`src/rtl/move_input_conditioner.sv`:
```
// rtl/move_input_conditioner.sv - debounce, auto-repeat and single-cycle pulse generation
// for the cursor direction switches and the select/deselect keys.
module move_input_conditioner #(
  parameter int DEBOUNCE_CYCLES = 500000,
  parameter int REPEAT_DELAY    = 25000000,
  parameter int REPEAT_PERIOD   = 10000000
) (
  input  logic       clk,
  input  logic       resetn,
  input  logic       enable,
  input  logic       up_raw,
  input  logic       down_raw,
  input  logic       left_raw,
  input  logic       right_raw,
  input  logic       select_n_raw,
  input  logic       deselect_n_raw,
  output logic       up_pulse,
  output logic       down_pulse,
  output logic       left_pulse,
  output logic       right_pulse,
  output logic       select_pulse,
  output logic       deselect_pulse,
  output logic [3:0] dir_held
);

  typedef enum logic [1:0] {
    ST_IDLE   = 2'd0,
    ST_DELAY  = 2'd1,
    ST_REPEAT = 2'd2
  } rpt_state_e;

  localparam int NUM_IN  = 6;
  localparam int NUM_DIR = 4;
  localparam int DB_W    = $clog2(DEBOUNCE_CYCLES);
  localparam int RPT_MAX = (REPEAT_DELAY > REPEAT_PERIOD) ? REPEAT_DELAY : REPEAT_PERIOD;
  localparam int RPT_W   = $clog2(RPT_MAX);

  localparam logic [DB_W-1:0]  DB_LAST     = DB_W'(DEBOUNCE_CYCLES - 1);
  localparam logic [RPT_W-1:0] DELAY_LAST  = RPT_W'(REPEAT_DELAY - 1);
  localparam logic [RPT_W-1:0] PERIOD_LAST = RPT_W'(REPEAT_PERIOD - 1);

  // Bit order {up, down, left, right, select_n, deselect_n}; keys idle high.
  localparam logic [NUM_IN-1:0] RELEASED = 6'b000011;

  logic [NUM_IN-1:0]  raw;
  logic [NUM_IN-1:0]  sync1_q, sync1_d;
  logic [NUM_IN-1:0]  sync2_q, sync2_d;
  logic [NUM_IN-1:0]  deb_q, deb_d;
  logic [DB_W-1:0]    db_cnt_q [NUM_IN];
  logic [DB_W-1:0]    db_cnt_d [NUM_IN];

  logic [NUM_DIR-1:0] q_dir;
  logic [NUM_DIR-1:0] q_prev_q, q_prev_d;
  rpt_state_e         st_q [NUM_DIR];
  rpt_state_e         st_d [NUM_DIR];
  logic [RPT_W-1:0]   rpt_cnt_q [NUM_DIR];
  logic [RPT_W-1:0]   rpt_cnt_d [NUM_DIR];
  logic [NUM_DIR-1:0] dir_pulse_q, dir_pulse_d;

  logic [1:0]         key_prev_q, key_prev_d;
  logic [1:0]         key_press;
  logic               sel_pulse_q, sel_pulse_d;
  logic               desel_pulse_q, desel_pulse_d;

  assign raw = {up_raw, down_raw, left_raw, right_raw, select_n_raw, deselect_n_raw};

  always_comb begin
    sync1_d = raw;
    sync2_d = sync1_q;
  end

  // A level is accepted only after DEBOUNCE_CYCLES consecutive disagreeing samples.
  always_comb begin
    deb_d = deb_q;
    for (int i = 0; i < NUM_IN; i++) begin
      db_cnt_d[i] = '0;
      if (sync2_q[i] != deb_q[i]) begin
        if (db_cnt_q[i] == DB_LAST) begin
          deb_d[i] = sync2_q[i];
        end else begin
          db_cnt_d[i] = db_cnt_q[i] + DB_W'(1);
        end
      end
    end
  end

  always_comb begin
    q_dir    = $onehot(deb_q[5:2]) ? deb_q[5:2] : 4'b0000;
    q_prev_d = q_dir;
  end

  always_comb begin
    dir_pulse_d = '0;
    for (int i = 0; i < NUM_DIR; i++) begin
      st_d[i]      = st_q[i];
      rpt_cnt_d[i] = rpt_cnt_q[i];
      if (!q_dir[i] || !enable) begin
        st_d[i]      = ST_IDLE;
        rpt_cnt_d[i] = '0;
      end else begin
        case (st_q[i])
          ST_IDLE: begin
            // A qualified level with no fresh 0->1 edge stays parked here.
            if (!q_prev_q[i]) begin
              dir_pulse_d[i] = 1'b1;
              rpt_cnt_d[i]   = '0;
              st_d[i]        = ST_DELAY;
            end
          end
          ST_DELAY: begin
            if (rpt_cnt_q[i] == DELAY_LAST) begin
              dir_pulse_d[i] = 1'b1;
              rpt_cnt_d[i]   = '0;
              st_d[i]        = ST_REPEAT;
            end else begin
              rpt_cnt_d[i] = rpt_cnt_q[i] + RPT_W'(1);
            end
          end
          ST_REPEAT: begin
            if (rpt_cnt_q[i] == PERIOD_LAST) begin
              dir_pulse_d[i] = 1'b1;
              rpt_cnt_d[i]   = '0;
            end else begin
              rpt_cnt_d[i] = rpt_cnt_q[i] + RPT_W'(1);
            end
          end
          default: begin
            st_d[i]      = ST_IDLE;
            rpt_cnt_d[i] = '0;
          end
        endcase
      end
    end
  end

  always_comb begin
    key_prev_d    = deb_q[1:0];
    key_press     = key_prev_q & ~deb_q[1:0];
    sel_pulse_d   = enable & key_press[1] & ~key_press[0];
    desel_pulse_d = enable & key_press[0] & ~key_press[1];
  end

  always_ff @(posedge clk or negedge resetn) begin
    if (!resetn) begin
      sync1_q       <= RELEASED;
      sync2_q       <= RELEASED;
      deb_q         <= RELEASED;
      q_prev_q      <= '0;
      key_prev_q    <= 2'b11;
      dir_pulse_q   <= '0;
      sel_pulse_q   <= 1'b0;
      desel_pulse_q <= 1'b0;
      for (int i = 0; i < NUM_IN; i++) begin
        db_cnt_q[i] <= '0;
      end
      for (int i = 0; i < NUM_DIR; i++) begin
        st_q[i]      <= ST_IDLE;
        rpt_cnt_q[i] <= '0;
      end
    end else begin
      sync1_q       <= sync1_d;
      sync2_q       <= sync2_d;
      deb_q         <= deb_d;
      q_prev_q      <= q_prev_d;
      key_prev_q    <= key_prev_d;
      dir_pulse_q   <= dir_pulse_d;
      sel_pulse_q   <= sel_pulse_d;
      desel_pulse_q <= desel_pulse_d;
      for (int i = 0; i < NUM_IN; i++) begin
        db_cnt_q[i] <= db_cnt_d[i];
      end
      for (int i = 0; i < NUM_DIR; i++) begin
        st_q[i]      <= st_d[i];
        rpt_cnt_q[i] <= rpt_cnt_d[i];
      end
    end
  end

  assign up_pulse       = dir_pulse_q[3];
  assign down_pulse     = dir_pulse_q[2];
  assign left_pulse     = dir_pulse_q[1];
  assign right_pulse    = dir_pulse_q[0];
  assign select_pulse   = sel_pulse_q;
  assign deselect_pulse = desel_pulse_q;
  assign dir_held       = deb_q[5:2];

endmodule

```
`config.mk`:
```
export PLATFORM = sky130hd
export DESIGN_NAME = move_input_conditioner
export DESIGN_NICKNAME = d
export VERILOG_FILES = /design/src/rtl/move_input_conditioner.sv
export SDC_FILE = /design/constraint.sdc
export NUM_CORES = 1
export LEC_CHECK = 0
export BUFFER_PORTS_ARGS = -buffer_cell sky130_fd_sc_hd__buf_2
export CORE_MARGIN = 2
export CORE_UTILIZATION = 34
export CTS_BUF_LIST = sky130_fd_sc_hd__clkbuf_8 sky130_fd_sc_hd__clkbuf_16
export CTS_CLUSTER_DIAMETER = 30
export DETAILED_ROUTE_END_ITERATION = 8
export HOLD_SLACK_MARGIN = 0.05
export SLEW_MARGIN = 20
export SYNTH_ARGS = -nofsm -noshare
export SYNTH_HDL_FRONTEND = slang
export SYNTH_SLANG_ARGS = --single-unit
```
`constraint.sdc`:
```
create_clock -name clk -period 3.4 [get_ports clk]
set_input_delay 0.34 -clock clk [delete_from_list [all_inputs] [get_ports clk]]
set_output_delay 0.34 -clock clk [all_outputs]
set_load 0.01 [all_outputs]
```
==> results.md <==
* Cell area after synthesis at 12,800 sq um
* Register area share after synthesis at 49.2%
* Clk sinks at 252
* EDFF count, synth at 0
* Final nets at 1,454
* PD cells at 570 nW/um^2
* Tcrit/Tclk final at 93.6%
* Worst skew pair latency at 0.58 ns
* Max Cap Viol at 0
* Setup Crit Path Kind: reg2reg
* Hold wc startpoint: enable
* Hold-critical path endpoint: deselect_pulse
* R2R Path End: rpt_cnt_q[73]
* Clock share of power at 64.5%
* Filler cell count in the final layout at 3,532
* Most used DFF post-synth: dfrtp_1
* Commonest non-fill, non-tap cells in the layout: 244 x dfrtp_1, 222 x nor2_1, 131 x nand2_1
* Worst Path Required at 3.86 ns
* Initial DRT Pass Iterations at 5
* Deepest clock path buffer count at 3
* DIE WIDTH at 198 um
* Grt met2 use at 23.1%
* GR Layer Usage met1 at 19.7%
* Mapped Avg Cell Area at 9.60 sq um
* Clock slew at reported path FFs at 0.05 ns
* Peak Freq at 314 MHz
* Hold Crit Depth at 2
* Critical path endpoint category: flop
* Gr usage total at 14.5%
* Slowest stage cell, crit path: fa_1
* Port buffer count at 18
* Synth Net Count at 1,381
* Cell-by-cell trace of the critical path: inv_1 > fa_1 > inv_1 > ha_1 > ha_1 > nand4bb_1 > o311ai_0 > buf_4 > nor4_1 > nand3_1 > o21a_1 > o22a_1
* CTS buffer count at 58
* CP arrival at 3.65 ns
* Via count at 9,728
* Clk_skew at 0.0253 ns
* Combinational share of power at 1.5%
* FF+latch area at 6320 sq um
* Final Critical Period at 3.18 ns
* #FFs+latches synth at 252
* Most common cell after layout, fill and taps aside: dfrtp_1
* Worst setup SP type: flop
* Antenna Cells at 0
* Clock root buffer: clkbuf_16
* Drt total wl at 27,000 um
* Placed Area at 13,600 sq um
* Crit Reg-Reg Startpoint: deb_q[2]
* First-pass GRT wire length at 47,900 um
* Overflow after GRT at 0
* Area occupied by multi-input gates at 6210 sq um
* Switch share at 22.6%
* GP Congestion at 0.835
* Initial antenna violation count at 0
* Internal power at 0.00696 W
* CP max FO at 4
* Initial Util at 34.3%
* R2R Setup Slk at 0.22 ns
* GRT met3 Usage at 2.90%
* Number of cells on the worst reg-to-reg path at 12
* Netlist cell types at 65
* CTS tree: built
* Worst vdd ir at 607 uV
* Final setup viols at 0
* Drt initial violations at 549
* Setup TNS at 0 ns
* Yosys warning count at 0
* RSZ-0062 raised after global routing: false
* Psw at 0.00203 W
* Die Height at 198 um
* Async SR Flop Fraction at 100%
* Die ar. at 39,300 sq um
* Core area at 37,400 sq um
* Outcome: complete, no violations
* Pleak at 6.58 nW
* Slew Limit Fails at 0
* Most used routing layer: met2
* Dpl hpwl at 17,600 um
* IO Pins at 19
* Drc violations at 0
* Post-DRT Antenna Nets at 0
* Layout cell share with drive strength beyond 1 at 12.1%
* Post-detailed-route wirelength per cell at 13.7 um
* Final Instance Area at 15,800 sq um
* HP Class: in2reg
* Vias in the first global route at 10,100
* Synthesized instance count at 1,336
* Sequential share of power at 34.0%
* Area grow syn2layout at 22.8%
* Setup bufs post-CTS at 0
* Crit-path max cell delay at 0.55 ns
* Slew headroom at 47.5%
* Fin. Hold Viols at 0
* Via-to-Cell Ratio at 4.94
* Tightest Pin Transition at 0.780 ns
* Std-Cell Rows at 71
* H-tree levels at 2
* Largest net degree at the start of global routing at 81
==> kinds of logic (layout without fill, tap and decap cells) <==
| family | count (synthesis) | count (layout) | share of synthesized area [%] |
|---|---|---|---|
| and+or+nand+nor | 685 | 685 | 26.6 |
| xor gates and xnor gates | 157 | 157 | 10.7 |
| muxes | 13 | 13 | 1.05 |
| AOI/OAI and AO/OA | 121 | 121 | 6.41 |
| adders and majority gates | 36 | 36 | 3.57 |
| DFF | 252 | 252 | 49.2 |
| buffers and inverters | 72 | 194 | 2.39 |
==> routing by layer <==
layer  vias up  part of all wire, %
li1       4831                    -
met1      4696                   48
met2       145                   45
met3        56                  3.7
met4         0                  2.6
met5         -                    0
==> worst max-delay path by stage <==
stage	start	to	slack, ns	depth (start not counted)
after floorplan	deb_q[5]	rpt_cnt_q[58]	0.18	12
after global placement	deb_q[2]	rpt_cnt_q[73]	0.33	12
after detailed placement	deb_q[2]	rpt_cnt_q[64]	0.24	11
after CTS	deb_q[2]	rpt_cnt_q[58]	0.16	11
after global routing	deb_q[2]	rpt_cnt_q[73]	0.02	12
final	deb_q[2]	rpt_cnt_q[73]	0.22	12
==> power by group through the flow <==
stage / sequential [W] / combinational, W / clock (W)
3_5_place_dp: 0.00310 / 0.000136 / 0
4_1_cts: 0.00305 / 0.000144 / 0.00591
2_1_floorplan: 0.00310 / 0.0000516 / 0
6_report: 0.00305 / 0.000136 / 0.00579
3_3_place_gp: 0.00310 / 0.000134 / 0
5_1_grt: 0.00306 / 0.000162 / 0.00607
==> cells in the mapped netlist, drive strengths merged (7+ instances only) <==
library cell / instances / area share [%]
and3: 33 / 1.6
dfstp: 8 / 1.6
o311ai: 9 / 0.61
or3: 13 / 0.63
nand3b: 7 / 0.41
dfrtp: 244 / 48
buf: 16 / 0.75
clkbuf: 23 / 0.67
nor4b: 10 / 0.68
nand3: 93 / 3.7
nand2b: 7 / 0.34
nand2: 131 / 3.8
xnor2: 50 / 3.4
nor4: 25 / 1.3
mux2i: 9 / 0.70
inv: 33 / 0.97
a21oi: 24 / 0.97
o21ai: 37 / 1.4
or2: 7 / 0.34
nor3: 23 / 0.90
nor2b: 14 / 0.68
nand4: 49 / 2.4
xor2: 107 / 7.3
and2: 11 / 0.54
and4: 23 / 1.6
ha: 35 / 3.4
nor2: 222 / 6.5
a22o: 8 / 0.55
a211oi: 8 / 0.47
==> stage by stage <==
step	hold slack (ns)	setup WS [ns]	utilization (%)	cells	power, W
2_1_floorplan	0.0444	0.182	-	1336	0.00315
3_3_place_gp	0.345	0.332	36.4	1853	0.00323
3_5_place_dp	0.349	0.241	36.4	1853	0.00324
4_1_cts	0.116	0.159	42.1	1969	0.00911
5_1_grt	0.130	0.0203	42.1	1969	0.00929
6_report	0.150	0.218	42.1	1969	0.00898
==> worst max-delay path: cells and delay by family, from the launching register on <==
family,cells,cell delay (ns)
AO/OA/AOI/OAI,3,0.59
AND/OR/NAND/NOR,3,0.78
buffers and inverters,3,0.34
flip-flops,1,0.33
adder cells (fa/ha/maj),3,1.03
==> final cells by class <==
cell class,count,share of cell area (%)
sequential,252,40.1
clock inverter,49,3.73
inverter,33,0.786
multi-input combinational,1012,39.4
clock buffer,60,9.39
timing repair buffer,52,2.53
tap,511,4.06
==> registers in the layout (all words and copies together), names as in the netlist <==
| signal | count |
|---|---|
| db_cnt_q | 114 |
| select_pulse | 1 |
| sync2_q | 6 |
| deselect_pulse | 1 |
| q_prev_q | 4 |
| dir_pulse_q | 4 |
| st_q | 8 |
| sync1_q | 6 |
| deb_q | 6 |
| rpt_cnt_q | 100 |
| key_prev_q | 2 |
==> what timing repair did <==
action	in CTS	in global routing
hold endpoints to repair	82	0
gates resized for setup	0	2
hold buffers	7	0
endpoints found under the setup margin	0	4
No activity file was read; power rests on OpenSTA's default activity.
